**src/rtl/instruction_loader.sv**
```systemverilog
// Boot-time program loader: receives a length-prefixed, XOR-checksummed byte stream,
// writes 48-bit instructions to instruction memory from address 0, and holds the CPU in reset until the image checks out.
module instruction_loader #(
    parameter int INSTRUCTION_WIDTH = 48,
    parameter int BYTE_WIDTH        = 8,
    parameter int ADDRESS_WIDTH     = 10
) (
    input  logic                         clock,
    input  logic                         reset,
    input  logic                         start,
    input  logic                         byteValid,
    input  logic [BYTE_WIDTH-1:0]        byteData,
    output logic                         byteReady,
    output logic                         memWriteEnable,
    output logic [ADDRESS_WIDTH-1:0]     memWriteAddress,
    output logic [INSTRUCTION_WIDTH-1:0] memWriteData,
    output logic                         cpuReset,
    output logic                         busy,
    output logic                         done,
    output logic                         error,
    output logic [2:0]                   debug_state
);

    // Handshake: a byte moves on the rising edge where byteValid && byteReady are both 1.
    // byteReady is decoded from state alone, so it never depends on byteValid or byteData.

    localparam int          BYTES_PER_WORD = INSTRUCTION_WIDTH / BYTE_WIDTH;
    localparam int          LENGTH_WIDTH   = 2 * BYTE_WIDTH;
    localparam logic [31:0] CAPACITY       = 32'd1 << ADDRESS_WIDTH;
    localparam logic [2:0]  LAST_BYTE      = 3'(BYTES_PER_WORD - 1);

    typedef enum logic [2:0] {
        IDLE    = 3'd0,
        LEN_HI  = 3'd1,
        LEN_LO  = 3'd2,
        PAYLOAD = 3'd3,
        WRITE   = 3'd4,
        CHECK   = 3'd5,
        DONE    = 3'd6,
        ERROR   = 3'd7
    } state_t;

    state_t                       state;
    state_t                       next_state;
    logic [LENGTH_WIDTH-1:0]      length;
    logic [LENGTH_WIDTH-1:0]      length_in;
    logic [ADDRESS_WIDTH:0]       word_index;
    logic [2:0]                   byte_index;
    logic [BYTE_WIDTH-1:0]        checksum;
    logic [INSTRUCTION_WIDTH-1:0] shift;
    logic                         transfer;
    logic                         length_bad;
    logic                         last_word;

    assign transfer   = byteValid && byteReady;
    assign length_in  = {length[LENGTH_WIDTH-1 -: BYTE_WIDTH], byteData};
    assign length_bad = (length_in == '0) || (32'(length_in) > CAPACITY);
    // word_index carries one extra bit so a full-capacity image compares correctly
    assign last_word  = (32'(word_index) + 32'd1) == 32'(length);

    assign memWriteAddress = word_index[ADDRESS_WIDTH-1:0];
    assign memWriteData    = shift;
    assign debug_state     = state;

    always_ff @(posedge clock) begin
        if (reset) begin
            state <= IDLE;
        end else begin
            state <= next_state;
        end
    end

    always_comb begin
        next_state = state;
        unique case (state)
            IDLE, DONE, ERROR: if (start) next_state = LEN_HI;
            LEN_HI:            if (transfer) next_state = LEN_LO;
            LEN_LO: begin
                if (transfer) next_state = length_bad ? ERROR : PAYLOAD;
            end
            PAYLOAD:           if (transfer && byte_index == LAST_BYTE) next_state = WRITE;
            WRITE:             next_state = last_word ? CHECK : PAYLOAD;
            CHECK: begin
                if (transfer) next_state = (byteData == checksum) ? DONE : ERROR;
            end
            default:           next_state = IDLE;
        endcase
    end

    always_comb begin
        byteReady      = 1'b0;
        memWriteEnable = 1'b0;
        busy           = 1'b0;
        done           = 1'b0;
        error          = 1'b0;
        cpuReset       = 1'b1;
        case (state)
            LEN_HI, LEN_LO, PAYLOAD, CHECK: begin
                byteReady = 1'b1;
                busy      = 1'b1;
            end
            WRITE: begin
                memWriteEnable = 1'b1;
                busy           = 1'b1;
            end
            DONE: begin
                done     = 1'b1;
                cpuReset = 1'b0;
            end
            ERROR:   error = 1'b1;
            default: ;
        endcase
    end

    always_ff @(posedge clock) begin
        if (reset) begin
            length     <= '0;
            word_index <= '0;
            byte_index <= '0;
            checksum   <= '0;
            shift      <= '0;
        end else begin
            case (state)
                IDLE, DONE, ERROR: begin
                    if (start) begin
                        word_index <= '0;
                        byte_index <= '0;
                        checksum   <= '0;
                    end
                end
                LEN_HI: if (transfer) length[LENGTH_WIDTH-1 -: BYTE_WIDTH] <= byteData;
                LEN_LO: if (transfer) length <= length_in;
                PAYLOAD: begin
                    if (transfer) begin
                        shift      <= {shift[INSTRUCTION_WIDTH-BYTE_WIDTH-1:0], byteData};
                        checksum   <= checksum ^ byteData;
                        byte_index <= (byte_index == LAST_BYTE) ? 3'd0 : byte_index + 3'd1;
                    end
                end
                WRITE:   word_index <= word_index + 1'b1;
                default: ;
            endcase
        end
    end

endmodule

```
**config.mk**
```make
export PLATFORM = sky130hd
export DESIGN_NAME = instruction_loader
export DESIGN_NICKNAME = d
export VERILOG_FILES = /design/src/rtl/instruction_loader.sv
export SDC_FILE = /design/constraint.sdc
export NUM_CORES = 1
export LEC_CHECK = 0
export CAP_MARGIN = 10
export CORE_UTILIZATION = 55
export CTS_CLUSTER_DIAMETER = 40
export DETAILED_ROUTE_END_ITERATION = 10
export GPL_TIMING_DRIVEN = 0
export PLACE_DENSITY = 0.91
export SLEW_MARGIN = 20
export SYNTH_ARGS = -nofsm -noshare
export SYNTH_HDL_FRONTEND = slang
export SYNTH_SLANG_ARGS = --single-unit
```
**constraint.sdc**
```tcl
create_clock -name clock -period 2.94 [get_ports clock]
set_input_delay 0.441 -clock clock [delete_from_list [all_inputs] [get_ports clock]]
set_output_delay 0.441 -clock clock [all_outputs]
set_load 0.1 [all_outputs]
```
==> metrics.txt, run 1 <==
Detailed Place HPWL=7600 µm; Leakage=1.83 nW; initial antenna violation count=0; worst-skew pair later-pin latency=between 0.3 and 0.4 ns; worst r2r path cells=7; CP peak stage delay=0.87 ns; total CTS buffers=9; hold_buf cts=0; CTS tree=built; RSZ-0062 raised after global routing=false; cell count after synthesis=529; Syn Std Cell Area=4080 µm²; Slew HR=32.4%; Final min period=2.81 ns; Synth Flop Type=dfxtp_1; startpoint types=flop; WP depth=4; clock-pin slew on the worst setup and hold paths=approximately 0.09 ns; Crit path required time=2.50 ns; deepest clock path buffer count=2; CP endpoint kind=output pin; Final setup viols=0; commonest non-fill, non-tap cell in the layout=nand2_1; Syn Nets=542; hold crit path type=in2reg; ant diodes=0; die width=88.1 µm; slowest CP cell=dlygate4sd2_1; Via-to-Cell Ratio=5.65; CTS root buf=clkbuf_8; vias in the first global route=3631; IO Count=79; YS warnings=0; CTS H-tree lvls=3; # Post-CTS Setup Buffers=0; fin util=71.8%; DRC=0; area grow syn2layout=27.1%; asr flop ratio synth=0%; row cnt=31; PortBufs=77; Cell variety after synth=53; Min-Delay Path Depth=3; Fmax achieved=0.356 GHz; WS Path Type=reg2out; Tcrit/Tclk final=95.5%; worst-margin pin slew=1.01 ns; Placer Congestion=0.864; number of gates resized after CTS=2; vias=4076; Die Span Y=approximately 90 µm; EDFF count, synth=0; Max Slew Vio Count=0; syn avg cell area=7.71 µm²; gr ovfl total=0; worst clock skew=0.0120 ns; total global-route track usage=28.3%; final hold viol count=0; layout cell share with drive strength beyond 1=around 8%; status=completed; Filler Cell Count=539; maxcap violations=0; critical path buffer and inverter count=3; CP Cell Sequence=buf_2 > nand2_1 > inv_2 > dlygate4sd2_1; Initial Utilization=a little under three fifths; total clock sinks=89; synthesis-stage register bit count=89; WL/cell=~15 µm; Iteration-0 DRC Markers=between 300 and 400; DRT Wirelength=10700 µm; die area=7760 µm²; most frequent cells in the layout=nand2_1, dfxtp_1, a21oi_1; P per Cell Area=473 nW/µm²; crit-path leading delay family=buffers and inverters; Core Area=7210 µm²; largest net degree at the start of global routing=17; DRT Pass-1 Iters=6; Critical Path AT=2.37 ns; post-route ant nets=0; WHS=0.394 ns; first-pass GRT wire length=17000 µm; CP max FO=10; sequential fraction of the synthesis area=43.7%; Worst IR Drop VDD=350 µV; final net count=between 600 and 700
-- Yosys cell counts (2+ instances only) --
master    count  area [µm²]
a211oi_1      2        15.0
a21oi_1      82         410
a21oi_2       2        17.5
a22oi_1       4        30.0
a31oi_1       6        37.5
and3_1        4        25.0
and3b_1       2        17.5
and4_1        2        17.5
buf_2         7        35.0
buf_4        10        75.1
clkbuf_1     20        75.1
dfxtp_1      89        1780
inv_1        11        41.3
inv_2         2        7.51
mux2i_1      10         100
nand2_1     128         480
nand2b_1      2        12.5
nand3_1       8        40.0
nand3b_1      3        22.5
nand4_1       3        18.8
nor2_1       42         158
nor2_2        2        12.5
nor3_1        6        30.0
nor4_1        4        25.0
nor4b_1       2        17.5
o21ai_0      25         125
o22ai_1       2        12.5
or3_1         8        50.1
xnor2_1       9        78.8
xor2_1        9        78.8
-- worst paths after layout --
kind | start | to | slack, ns
setup reg to reg | word_index[0]$_SDFFE_PP0P_ | debug_state[1]$_SDFFE_PP0P_ | 0.77
hold / removal | reset | debug_state[2]$_SDFFE_PP0P_ | 0.39
setup / recovery | debug_state[2]$_SDFFE_PP0P_ | memWriteEnable | 0.13
hold reg to reg | memWriteData[42]$_SDFFE_PP0P_ | memWriteData[42]$_SDFFE_PP0P_ | 0.47
-- cells by family after synthesis --
| group | share of synthesized area (%) |
|---|---|
| flip-flops | 43.7 |
| buffers and inverters | 6.44 |
| adder cells (fa/ha/maj) | 0.307 |
| AND/OR/NAND/NOR | 25.1 |
| XOR/XNOR | 3.87 |
| AO/OA/AOI/OAI | 17.8 |
| multiplexers | 2.82 |
-- registers in the layout (all words and copies together), names as in the netlist --
signal and cells:
memWriteData 48, checksum 8, length 16, debug_state 3, word_index 11, byte_index 3
-- worst register-to-register path, cell delays in order (launching register included) --
cell and delay (ns):
dfxtp_1 0.47, ha_1 0.31, nand3_1 0.24, o22ai_1 0.24, nand3_1 0.11, nor4_2 0.38, a41o_1 0.23, a211oi_2 0.07
-- power breakdown --
| group | switching, W | total [W] | internal [W] |
|---|---|---|---|
| sequential | 0.0000193 | 0.00124 | 0.00122 |
| clock | 0.000456 | 0.000881 | 0.000425 |
| combinational | 0.000232 | 0.000329 | 0.0000968 |
| total | 0.000707 | 0.00245 | 0.00174 |
-- cell type report --
type                            instances  area [µm²]  area share [%]
Sequential cell                        89        1780            34.4
Multi-Input combinational cell        387        2030            39.2
Clock inverter                          6        72.6            1.40
Inverter                               13        48.8           0.942
Buffer                                 40         214            4.13
Timing Repair Buffer                   77         771            14.9
Tap cell                               99         124            2.39
Clock buffer                           10         138            2.66
-- routing by layer --
metal  track usage [%]  up-vias  routed length (µm)
li1                  -     1967                   -
met1              35.8     1888                4450
met2              47.6      196                5310
met3              4.71       25                 734
met4              12.2        0                 233
met5                 0        -                   0
-- metrics by stage --
step	TNS [ns]	instance area, µm²	worst slack, ns	total power, W	cells
floorplan	-1.10	4080	-0.304	0.00150	529
global placement	0	4970	0.292	0.00158	705
detailed placement	0	4970	0.294	0.00159	705
CTS	0	5180	0.125	0.00244	721
global route	0	5180	0.0349	0.00253	721
finish	0	5180	0.132	0.00245	721
Power figures use the tool's default switching activity.
==> run 2, diff against run 1 <==
Settings changed: CTS_CLUSTER_SIZE from default to 10, SKIP_CTS_REPAIR_TIMING from default to 1.
==> metrics.txt, run 2 (synthesis gave the netlist of run 1 again) <==
vias=4084 (was 4076); ant diodes=0 (unchanged); commonest non-fill, non-tap cell in the layout=nand2_1 (unchanged); area of placed instances=4970 µm² (unchanged); final hold viol count=0 (unchanged); Register Area=1780 µm² (unchanged); Max Slew Vio Count=0 (unchanged); worst-margin pin slew=1.01 ns (about the same); flop-to-flop setup slack=0.77 ns (about the same); total global-route track usage=28.3% (unchanged); Via-to-Cell Ratio=5.66 (was 5.65); PortBufs=77 (unchanged); Crit path required time=2.50 ns (about the same); most frequent cells in the layout=nand2_1, dfxtp_1, a21oi_1 (unchanged); CP peak stage delay=1.15 ns (was 0.87 ns); RSZ-0062 raised after global routing=false (unchanged); slowest CP cell=clkdlybuf4s50_1 (was dlygate4sd2_1); Final setup viols=0 (unchanged); DRT Pass-1 Iters=6 (unchanged); Critical Path AT=2.30 ns (was 2.37 ns); area of the multi-input gates=2030 µm² (unchanged); Iteration-0 DRC Markers=350 (was 332); worst-skew pair later-pin latency=0.36 ns (about the same); CTS H-tree lvls=3 (unchanged); CP endpoint kind=output pin (unchanged); deepest clock path buffer count=2 (unchanged); largest net degree at the start of global routing=17 (unchanged); WL/cell=14.9 µm (about the same); Detailed Place HPWL=7600 µm (unchanged); P per Cell Area=472 nW/µm² (was 473 nW/µm²); layout cell share with drive strength beyond 1=8.04% (unchanged); die area=7760 µm² (unchanged); area grow syn2layout=27.3% (was 27.1%); max FFs per register=48 (unchanged); startpoint types=flop (unchanged); initial antenna violation count=0 (unchanged); CP Cell Sequence=nor2_1 > nor2_1 > clkdlybuf4s50_1 (was buf_2 > nand2_1 > inv_2 > dlygate4sd2_1); status=completed (unchanged); CP max FO=7 (was 10); Die Span Y=88.1 µm (unchanged); hold crit path type=in2reg (unchanged); total CTS buffers=9 (unchanged); clock-pin slew on the worst setup and hold paths=0.09 ns (about the same); worst clock skew=0.0123 ns (was 0.0120 ns); WHS=0.394 ns (about the same); first-pass GRT wire length=17000 µm (unchanged); Initial Utilization=56.5% (unchanged); non-filler instance count after layout=721 (unchanged); Final min period=2.74 ns (was 2.81 ns); vias in the first global route=3631 (unchanged); CTS root buf=clkbuf_8 (unchanged); Tcrit/Tclk final=93.3% (was 95.5%); total clock sinks=89 (unchanged); Leakage=1.86 nW (was 1.83 nW); Slew HR=32.4% (about the same); Fmax achieved=0.364 GHz (was 0.356 GHz); CTS tree=built (unchanged); post-route ant nets=0 (unchanged); Worst IR Drop VDD=347 µV (was 350 µV); Core Area=7210 µm² (unchanged); DRT Wirelength=10800 µm (was 10700 µm); DRC=0 (unchanged); final net count=630 (unchanged); Placer Congestion=0.864 (unchanged); row cnt=31 (unchanged); IO Count=79 (unchanged); cell mode on critical path=nor2_1; die width=88.1 µm (unchanged); maxcap violations=0 (unchanged); gr ovfl total=0 (unchanged); fin area=5190 µm² (was 5180 µm²); Filler Cell Count=536 (was 539); Placed Instances=705 (unchanged); WS Path Type=reg2out (unchanged)
## run 2: cell types whose count changed in the layout (fill, tap and decap cells not counted)
cell / change
dlymetal6s2s_1: +2
dlygate4sd2_1: -2
## run 2: final cells by class
class | count | share of cell area, %
repair buffers | 77 | 15.0
well taps | 99 | 2.39
clock inverters | 6 | 1.40
multi-input cells | 387 | 39.2
inverters | 13 | 0.940
clock buffers | 10 | 2.65
flip-flops and latches | 89 | 34.3
plain buffers | 40 | 4.12
## run 2: final timing paths
kind / cells after the start / startpoint / to
setup / recovery: 3 / debug_state[0]$_SDFFE_PP0P_ / byteReady
hold / removal: 3 / reset / debug_state[2]$_SDFFE_PP0P_
setup reg to reg: 7 / word_index[0]$_SDFFE_PP0P_ / debug_state[1]$_SDFFE_PP0P_
hold reg to reg: 2 / memWriteData[42]$_SDFFE_PP0P_ / memWriteData[42]$_SDFFE_PP0P_
## run 2: worst max-delay path, delay by kind of cell, from the launching register on
kind	cells	cell delay, ns
flip-flops	1	0.48
AND/OR/NAND/NOR	2	0.32
buffers and inverters	1	1.15
## run 2: metrics by stage
step / setup WS (ns) / utilization [%] / TNS, ns / power (W)
global placement: 0.292 / 68.9 / 0 / 0.00158
finish: 0.196 / 71.9 / 0 / 0.00245
CTS: -0.107 / 71.8 / -0.188 / 0.00244
floorplan: -0.304 / - / -1.10 / 0.00150
global route: 0.109 / 71.9 / 0 / 0.00253
detailed placement: 0.294 / 68.9 / 0 / 0.00159
## run 2: where the power goes
part           leakage (nW)  switching, W  total, W  internal (W)
Clock                 0.103      0.000455  0.000880      0.000425
Combinational          1.04      0.000233  0.000330     0.0000969
Sequential            0.718     0.0000195   0.00124       0.00122
Total                  1.86      0.000707   0.00245       0.00174
## run 2: routing by layer
metal	wire length, µm	global-route usage [%]	vias to the layer above
li1	-	-	1967
met1	4500	35.8	1904
met2	5320	47.6	183
met3	693	4.71	30
met4	247	12.2	0
met5	0	0	-
==> run 3, diff against run 2 <==
Settings changed: CORE_UTILIZATION 55 to 51, PLACE_DENSITY 0.91 to 0.86.
==> metrics.txt, run 3 (synthesis gave the netlist of run 1 again) <==
deepest clock path buffer count=2 (unchanged); PortBufs=77 (unchanged); Final setup viols=0 (unchanged); part of the power in registers=50.8% (was 50.6%); CP endpoint kind=output pin (unchanged); DRT Pass-1 Iters=5 (was 6); DRT Wirelength=10900 µm (was 10800 µm); worst-skew pair later-pin latency=0.37 ns (was 0.36 ns); final net count=630 (unchanged); CTS root buf=clkbuf_8 (unchanged); clock-pin slew on the worst setup and hold paths=0.09 ns (about the same); CTS H-tree lvls=3 (unchanged); largest net degree at the start of global routing=17 (unchanged); Final min period=2.84 ns (was 2.74 ns); Leakage=1.84 nW (was 1.86 nW); final setup margin=0.0976 ns (was 0.196 ns); hold crit path type=in2reg (unchanged); CP max FO=9 (was 7); combinational fraction of design power=13.4% (was 13.5%); Switch Pwr=0.000720 W (was 0.000707 W); P_int=0.00172 W (was 0.00174 W); WS Path Type=reg2out (unchanged); Crit path required time=2.50 ns (about the same); power after layout=0.00244 W (was 0.00245 W); first-pass GRT wire length=17600 µm (was 17000 µm); gr ovfl total=0 (unchanged); max FFs per register=48 (unchanged); Critical Path AT=2.40 ns (was 2.30 ns); commonest non-fill, non-tap cell in the layout=nand2_1 (unchanged); die area=8360 µm² (was 7760 µm²); Filler Cell Count=606 (was 536); Worst IR Drop VDD=282 µV (was 347 µV); Placed Instances=708 (was 705); worst-margin pin slew=1.01 ns (about the same); Via-to-Cell Ratio=5.64 (was 5.66); ant diodes=0 (unchanged); vias=4081 (was 4084); WL/cell=15.0 µm (was 14.9 µm); post-route ant nets=0 (unchanged); Core Area=7730 µm² (was 7210 µm²); non-filler instance count after layout=724 (was 721); RSZ-0062 raised after global routing=false (unchanged); most frequent cells in the layout=nand2_1, dfxtp_1, a21oi_1 (unchanged); clock power share=35.8% (was 35.9%); area of the multi-input gates=2030 µm² (unchanged); startpoint types=flop (unchanged); Fmax achieved=0.352 GHz (was 0.364 GHz); Slew HR=32.2% (was 32.4%); initial antenna violation count=0 (unchanged); final hold viol count=0 (unchanged); maxcap violations=0 (unchanged); CTS tree=built (unchanged); total CTS buffers=9 (unchanged); IO Count=79 (unchanged); vias in the first global route=3748 (was 3631); P per Cell Area=471 nW/µm² (was 472 nW/µm²); Register Area=1780 µm² (unchanged); Net Sw Frac=29.5% (was 28.9%); Placer Congestion=0.876 (was 0.864); Iteration-0 DRC Markers=301 (was 350); dpl ws=0.263 ns (was 0.294 ns); die width=91.4 µm (was 88.1 µm); area grow syn2layout=27.1% (was 27.3%); Initial Utilization=52.8% (was 56.5%); DRC=0 (unchanged); Max Slew Vio Count=0 (unchanged); total clock sinks=89 (unchanged); worst clock skew=0.00804 ns (was 0.0123 ns); Detailed Place HPWL=7700 µm (was 7600 µm); Die Span Y=91.4 µm (was 88.1 µm); layout cell share with drive strength beyond 1=7.88% (was 8.04%); total global-route track usage=26.2% (was 28.3%); Tcrit/Tclk final=96.7% (was 93.3%); row cnt=32 (was 31); fin util=67.1% (was 71.9%); status=completed (unchanged)
run 3: metal layers:
metal | share of wire, % | vias to the layer above | global-route usage (%)
met5 | 0 | - | 0
met4 | 2.1 | 0 | 8.86
met3 | 6.2 | 30 | 5.19
met2 | 49 | 160 | 45.6
met1 | 42 | 1924 | 32.0
li1 | - | 1967 | -
run 3: power groups by stage:
stage | registers [W] | logic [W] | clock network [W]
floorplan | 0.00130 | 0.000199 | 0
global placement | 0.00127 | 0.000316 | 0
detailed placement | 0.00127 | 0.000322 | 0
CTS | 0.00124 | 0.000324 | 0.000872
global route | 0.00124 | 0.000347 | 0.000922
finish | 0.00124 | 0.000328 | 0.000875
run 3: path summary, 6_finish.rpt:
check	from	endpoint	slack, ns	cells after the start
hold / removal	reset	debug_state[2]$_SDFFE_PP0P_	0.38	3
setup / recovery	debug_state[2]$_SDFFE_PP0P_	done	0.1	4
setup reg to reg	word_index[0]$_SDFFE_PP0P_	debug_state[1]$_SDFFE_PP0P_	0.75	7
hold reg to reg	memWriteData[45]$_SDFFE_PP0P_	memWriteData[45]$_SDFFE_PP0P_	0.46	2
run 3: layout make-up:
cell class	instances	share of cell area, %
flip-flops and latches	89	34.4
well taps	102	2.46
repair buffers	77	15.0
multi-input cells	387	39.2
clock buffers	10	2.46
inverters	13	0.942
clock inverters	6	1.42
plain buffers	40	4.13
run 3: critical path: stages (launching register included):
cell             delay (ns)
dfxtp_1                0.51
and2_1                 0.26
nand2b_1               0.09
inv_1                  0.06
clkdlybuf4s50_1        1.12
run 3: per-stage QoR:
step / hold slack, ns / TNS (ns) / instance area (µm²)
CTS: 0.377 / -0.230 / 5180
floorplan: 0.448 / -1.10 / 4080
detailed placement: 0.451 / 0 / 4980
finish: 0.381 / 0 / 5180
global placement: 0.445 / 0 / 4980
global route: 0.388 / 0 / 5180
==> RTL edit 1, RTL diff (flow settings as in run 2) <==
Set the parameter `INSTRUCTION_WIDTH` to 72 (it was 48).
--- a/src/rtl/instruction_loader.sv
+++ b/src/rtl/instruction_loader.sv
@@ -3,3 +3,3 @@
 module instruction_loader #(
-    parameter int INSTRUCTION_WIDTH = 48,
+    parameter int INSTRUCTION_WIDTH = 72,
     parameter int BYTE_WIDTH        = 8,
Interface: changed (resized memWriteData); port bits go from 79 to 103. The function was not compared with the original's and may differ.
==> RTL edit 1 against run 2 <==
First-iteration DRC count rose by 62%; utilization rose by 6.5 points; non-clock buffer count rose by 32; sequential cell count rose by 24; cell area rose by 27%; setup slack got worse by 0.043 ns; area after synthesis rose by 19%; die area rose by 19%; synthesized cell count rose by 16%; largest cell class unchanged; routed wire length rose by 32%.
Power is not compared: it rests on default switching activity, and its combinational part moved more than twofold at a synthesized area within 25%.
==> RTL edit 1: results (changes against run 2) <==
first-pass iteration count of the detailed router 5 (-1); hold path startpoint memWriteData[66]; Setup crit end error; layout cells sized above 1 9.81% (+1.8 points); GPL Wtd Cong 0.864 (about the same); Synth Instances 611 (+16%); Iter 0 DRT Violations 567 (+62%); CTS Buf Count 17 (+8); most instantiated cells after synthesis nand2_1, dfxtp_1, a21oi_1; DP Wirelength 9280 um (+22%); Hold Crit Depth 2 (-1); largest cells by area after synthesis dfxtp_1, nand2_1, a21oi_1; slowest stage delay, CP 0.75 ns (-0.40 ns); Least-Margin Pin Slew 1.02 ns (+0.0104 ns); Clk Latency, worst-skew pair 0.53 ns (+0.17 ns); Clock transition at path regs 0.06 ns (-0.03 ns); status finished, final reports clean; Worst Hold Class reg2reg; max reg flops 72 (+50%); vias in the first global route 4,710 (+30%); Worst Skew 0.00843 ns (-0.00389 ns); Critical-path top delay cell dlymetal6s2s_1; first-pass GRT wire length 23,100 um (+36%); H-tree Lvls 4 (+1); sequential share of the synthesized area 46.6% (+2.9 points); DR vias/cell 5.84 (+3.0%); crit path max fanout 10 (+3); Yosys cell types 50 (-5.7%); Tot GR Track Use 33.0% (+4.7 points); routed len/inst 16.8 um (+12%); hold slack 0.452 ns (+0.0580 ns); placed cells 817 (+16%); IO Port Bufs 101 (+31%); WL final 14,200 um (+32%)
## RTL edit 1: changes by cell type after synthesis, sizes merged, moves of 3 or more
cell / run 2 / this run
a21oi: 84 / 103
a22oi: 4 / 1
a31oi: 6 / 0
buf: 19 / 26
dfxtp: 89 / 113
inv: 13 / 9
mux2i: 10 / 17
nand2: 128 / 156
nor2: 44 / 47
nor3: 8 / 5
o21ai: 25 / 19
xnor2: 9 / 17
xor2: 9 / 6
## RTL edit 1: metal layers
metal	global-route usage, %	part of all wire, %	vias up
met5	0	0	-
met4	15.0	3.3	0
met3	7.66	9.0	57
met2	54.2	48	304
met1	40.9	40	2278
li1	-	-	2316
## RTL edit 1: report_power, final
part,switching [mW],internal (mW)
clock network,0.809,1.14
registers,0.0693,1.59
logic,0.878,0.340
## RTL edit 1: metrics by stage
stage	worst slack (ns)	area, um^2	utilization (%)
after floorplan	0.0346	4860	-
after global placement	0.0617	6000	71.6
after detailed placement	0.0599	6000	71.6
after CTS	-0.495	6570	78.3
after global routing	0.0682	6570	78.4
final	0.152	6570	78.4
## RTL edit 1: cells by family after synthesis
group / Yosys count / synth area share, %
and+or+nand+nor: 258 / 23.5
DFF: 113 / 46.6
buffers and inverters: 57 / 5.69
xor gates and xnor gates: 23 / 4.15
muxes: 18 / 3.73
adders and majority gates: 3 / 0.773
AOI/OAI and AO/OA: 139 / 15.6
## RTL edit 1: layout make-up
cell class	instances	area (um^2)
clock inverters	15	149
plain buffers	48	243
clock buffers	17	414
fillers	529	1810
multi-input cells	441	2320
inverters	9	33.8
flip-flops and latches	113	2260
repair buffers	101	1020
well taps	105	131
## RTL edit 1: tightest hold or removal path: cells and delay by family (launching register included)
kind,cells,cell delay (ns)
AO/OA/AOI/OAI,1,0.05
flip-flops,1,0.31
AND/OR/NAND/NOR,1,0.05
==> RTL edit 2, RTL diff (config.mk and constraints of run 2) <==
Made on the original files. Make the reset (`reset`) asynchronous in 2 clocked blocks.
--- a/src/rtl/instruction_loader.sv
+++ b/src/rtl/instruction_loader.sv
@@ -64,3 +64,3 @@
 
-    always_ff @(posedge clock) begin
+    always_ff @(posedge clock or posedge reset) begin
         if (reset) begin
@@ -114,3 +114,3 @@
 
-    always_ff @(posedge clock) begin
+    always_ff @(posedge clock or posedge reset) begin
         if (reset) begin
Behaviour: differs if reset is asserted again (counterexample within 4 cycles, from zero or initial values and one cycle with reset high); with reset held inactive, the same outputs for 10 cycles.
==> RTL edit 2 against run 2 <==
First-iteration DRC count shrank 5.4%; register-to-register slack lost 0.06 ns; area after synthesis increased by 4.4%; setup slack got worse by 0.15 ns; worst hold slack improved by 0.083 ns; final cell count down 10%; routed wire length down 4.5%; non-clock buffer count decreased by 7; sequential cell count is the same; critical path depth unchanged; cell area increased by 3.8%; critical path type unchanged.
Power is left out: the tool's default activity adds up to more than one toggle a clock period on the data nets, which glitch-free logic cannot reach.
==> RTL edit 2: results (changes against run 2) <==
Synth Flop Type dfrtp_1; largest cells by area after synthesis dfrtp_1, nand2_1, mux2_2; Critical R2R Launch word_index[0]; largest net degree at the start of global routing 49 (+32); fillers 518 (-3.4%); first-pass GRT wire length 16,600 um (-2.3%); routed len/inst 15.9 um (+6.4%); Syn. warnings 0 (unchanged); RR Endpoint debug_state[2]; Reg2Reg Depth 7 (unchanged); initial antenna violation count 0 (unchanged); Least-Margin Pin Slew 1.01 ns (-0.00215 ns); first-pass iteration count of the detailed router 5 (-1); Arr. time, crit path 2.46 ns (+0.16 ns); Worst Hold Class in2async; Reg2Reg Setup Slack 0.71 ns (-0.06 ns); IO Port Bufs 78 (+1.3%); Vias 3,589 (-12%); Tot GR Track Use 25.8% (-2.5 points); most instantiated cells after synthesis nand2_1, dfrtp_1, mux2_2; sequential share of the synthesized area 52.3% (+8.6 points); vias in the first global route 3,373 (-7.1%); Placement Cell Area 0.00519 mm^2 (+4.5%); crit path max fanout 10 (+3); antenna fix cells 0 (unchanged); Clk Latency, worst-skew pair 0.36 ns (about the same); Bufs on Longest Clock Path 2 (unchanged); final setup fails 0 (unchanged); GPL Wtd Cong 0.855 (-1.1%); hold slack 0.477 ns (+0.0827 ns); layout cells sized above 1 13.9% (+5.8 points); status finished, final reports clean; H-tree Lvls 3 (unchanged); Worst Skew 0.00994 ns (-0.00238 ns); syn_nets 467 (-14%); max reg flops 48 (unchanged); Nets 557 (-12%); Yosys cell types 49 (-7.5%); DP Wirelength 7210 um (-5.0%); Iter 0 DRT Violations 331 (-5.4%); Root Buffer clkbuf_8; Clock transition at path regs 0.09 ns (about the same); asr flop ratio synth 100% (+100 points); CTS Buf Count 9 (unchanged)
[RTL edit 2: cell count changes in the layout (fill, tap and decap cells not counted), moves of 4 or more]
cell	before	now
a21oi_1	82	8
a22oi_1	4	0
clkbuf_1	20	10
dfrtp_1	0	89
dfxtp_1	89	0
mux2_2	0	19
mux2i_1	10	0
nand2_1	128	157
nor2_1	42	17
o21ai_0	25	16
o21ai_1	0	17
or3_1	8	0
xor2_1	9	15
[RTL edit 2: kinds of logic after synthesis]
logic type                 synth area share (%)
AOI/OAI and AO/OA                          9.49
buffers and inverters                      5.41
xor gates and xnor gates                   4.94
adders and majority gates                 0.294
DFF                                        52.3
muxes                                      5.03
and+or+nand+nor                            22.5
[RTL edit 2: layout make-up]
| type | instances | area, um^2 | share of cell area [%] |
|---|---|---|---|
| Tap cell | 99 | 124 | 2.30 |
| Buffer | 31 | 178 | 3.30 |
| Sequential cell | 89 | 2230 | 41.3 |
| Multi-Input combinational cell | 320 | 1800 | 33.4 |
| Inverter | 14 | 58.8 | 1.09 |
| Clock inverter | 3 | 23.8 | 0.441 |
| Timing Repair Buffer | 79 | 821 | 15.2 |
| Clock buffer | 12 | 155 | 2.88 |
[RTL edit 2: per-layer routing]
| metal | vias up | track usage, % | share of wire [%] |
|---|---|---|---|
| met1 | 1765 | 35.9 | 44 |
| met4 | 0 | 11.4 | 2.5 |
| met5 | - | 0 | 0 |
| li1 | 1670 | - | - |
| met2 | 127 | 40.8 | 49 |
| met3 | 27 | 3.21 | 4.1 |
[RTL edit 2: critical path, cell delays in order, from the launching register on]
cell	delay [ns]
dfrtp_1	0.45
buf_2	0.27
and3_1	0.23
clkdlybuf4s50_1	1.15
[RTL edit 2: stage by stage]
| stage | cells | TNS [ns] | setup slack [ns] |
|---|---|---|---|
| floorplan | 454 | 0 | 0.0298 |
| global placement | 631 | -97.95 | -1.10 |
| detailed placement | 632 | 0 | 0.267 |
| CTS | 647 | -0.291 | -0.127 |
| global route | 647 | 0 | 0.0181 |
| finish | 647 | 0 | 0.0435 |
[RTL edit 2: worst max path at each step]
stage                   startpoint         endpoint  slack (ns)  cells past startpoint
floorplan           debug_state[1]   debug_state[0]        0.03                      7
global placement             reset  memWriteData[3]       -1.10                      2
detailed placement  debug_state[2]             done        0.27                      5
CTS                 debug_state[2]             done       -0.13                      5
global route        debug_state[0]            error        0.02                      3
finish              debug_state[0]            error        0.04                      3
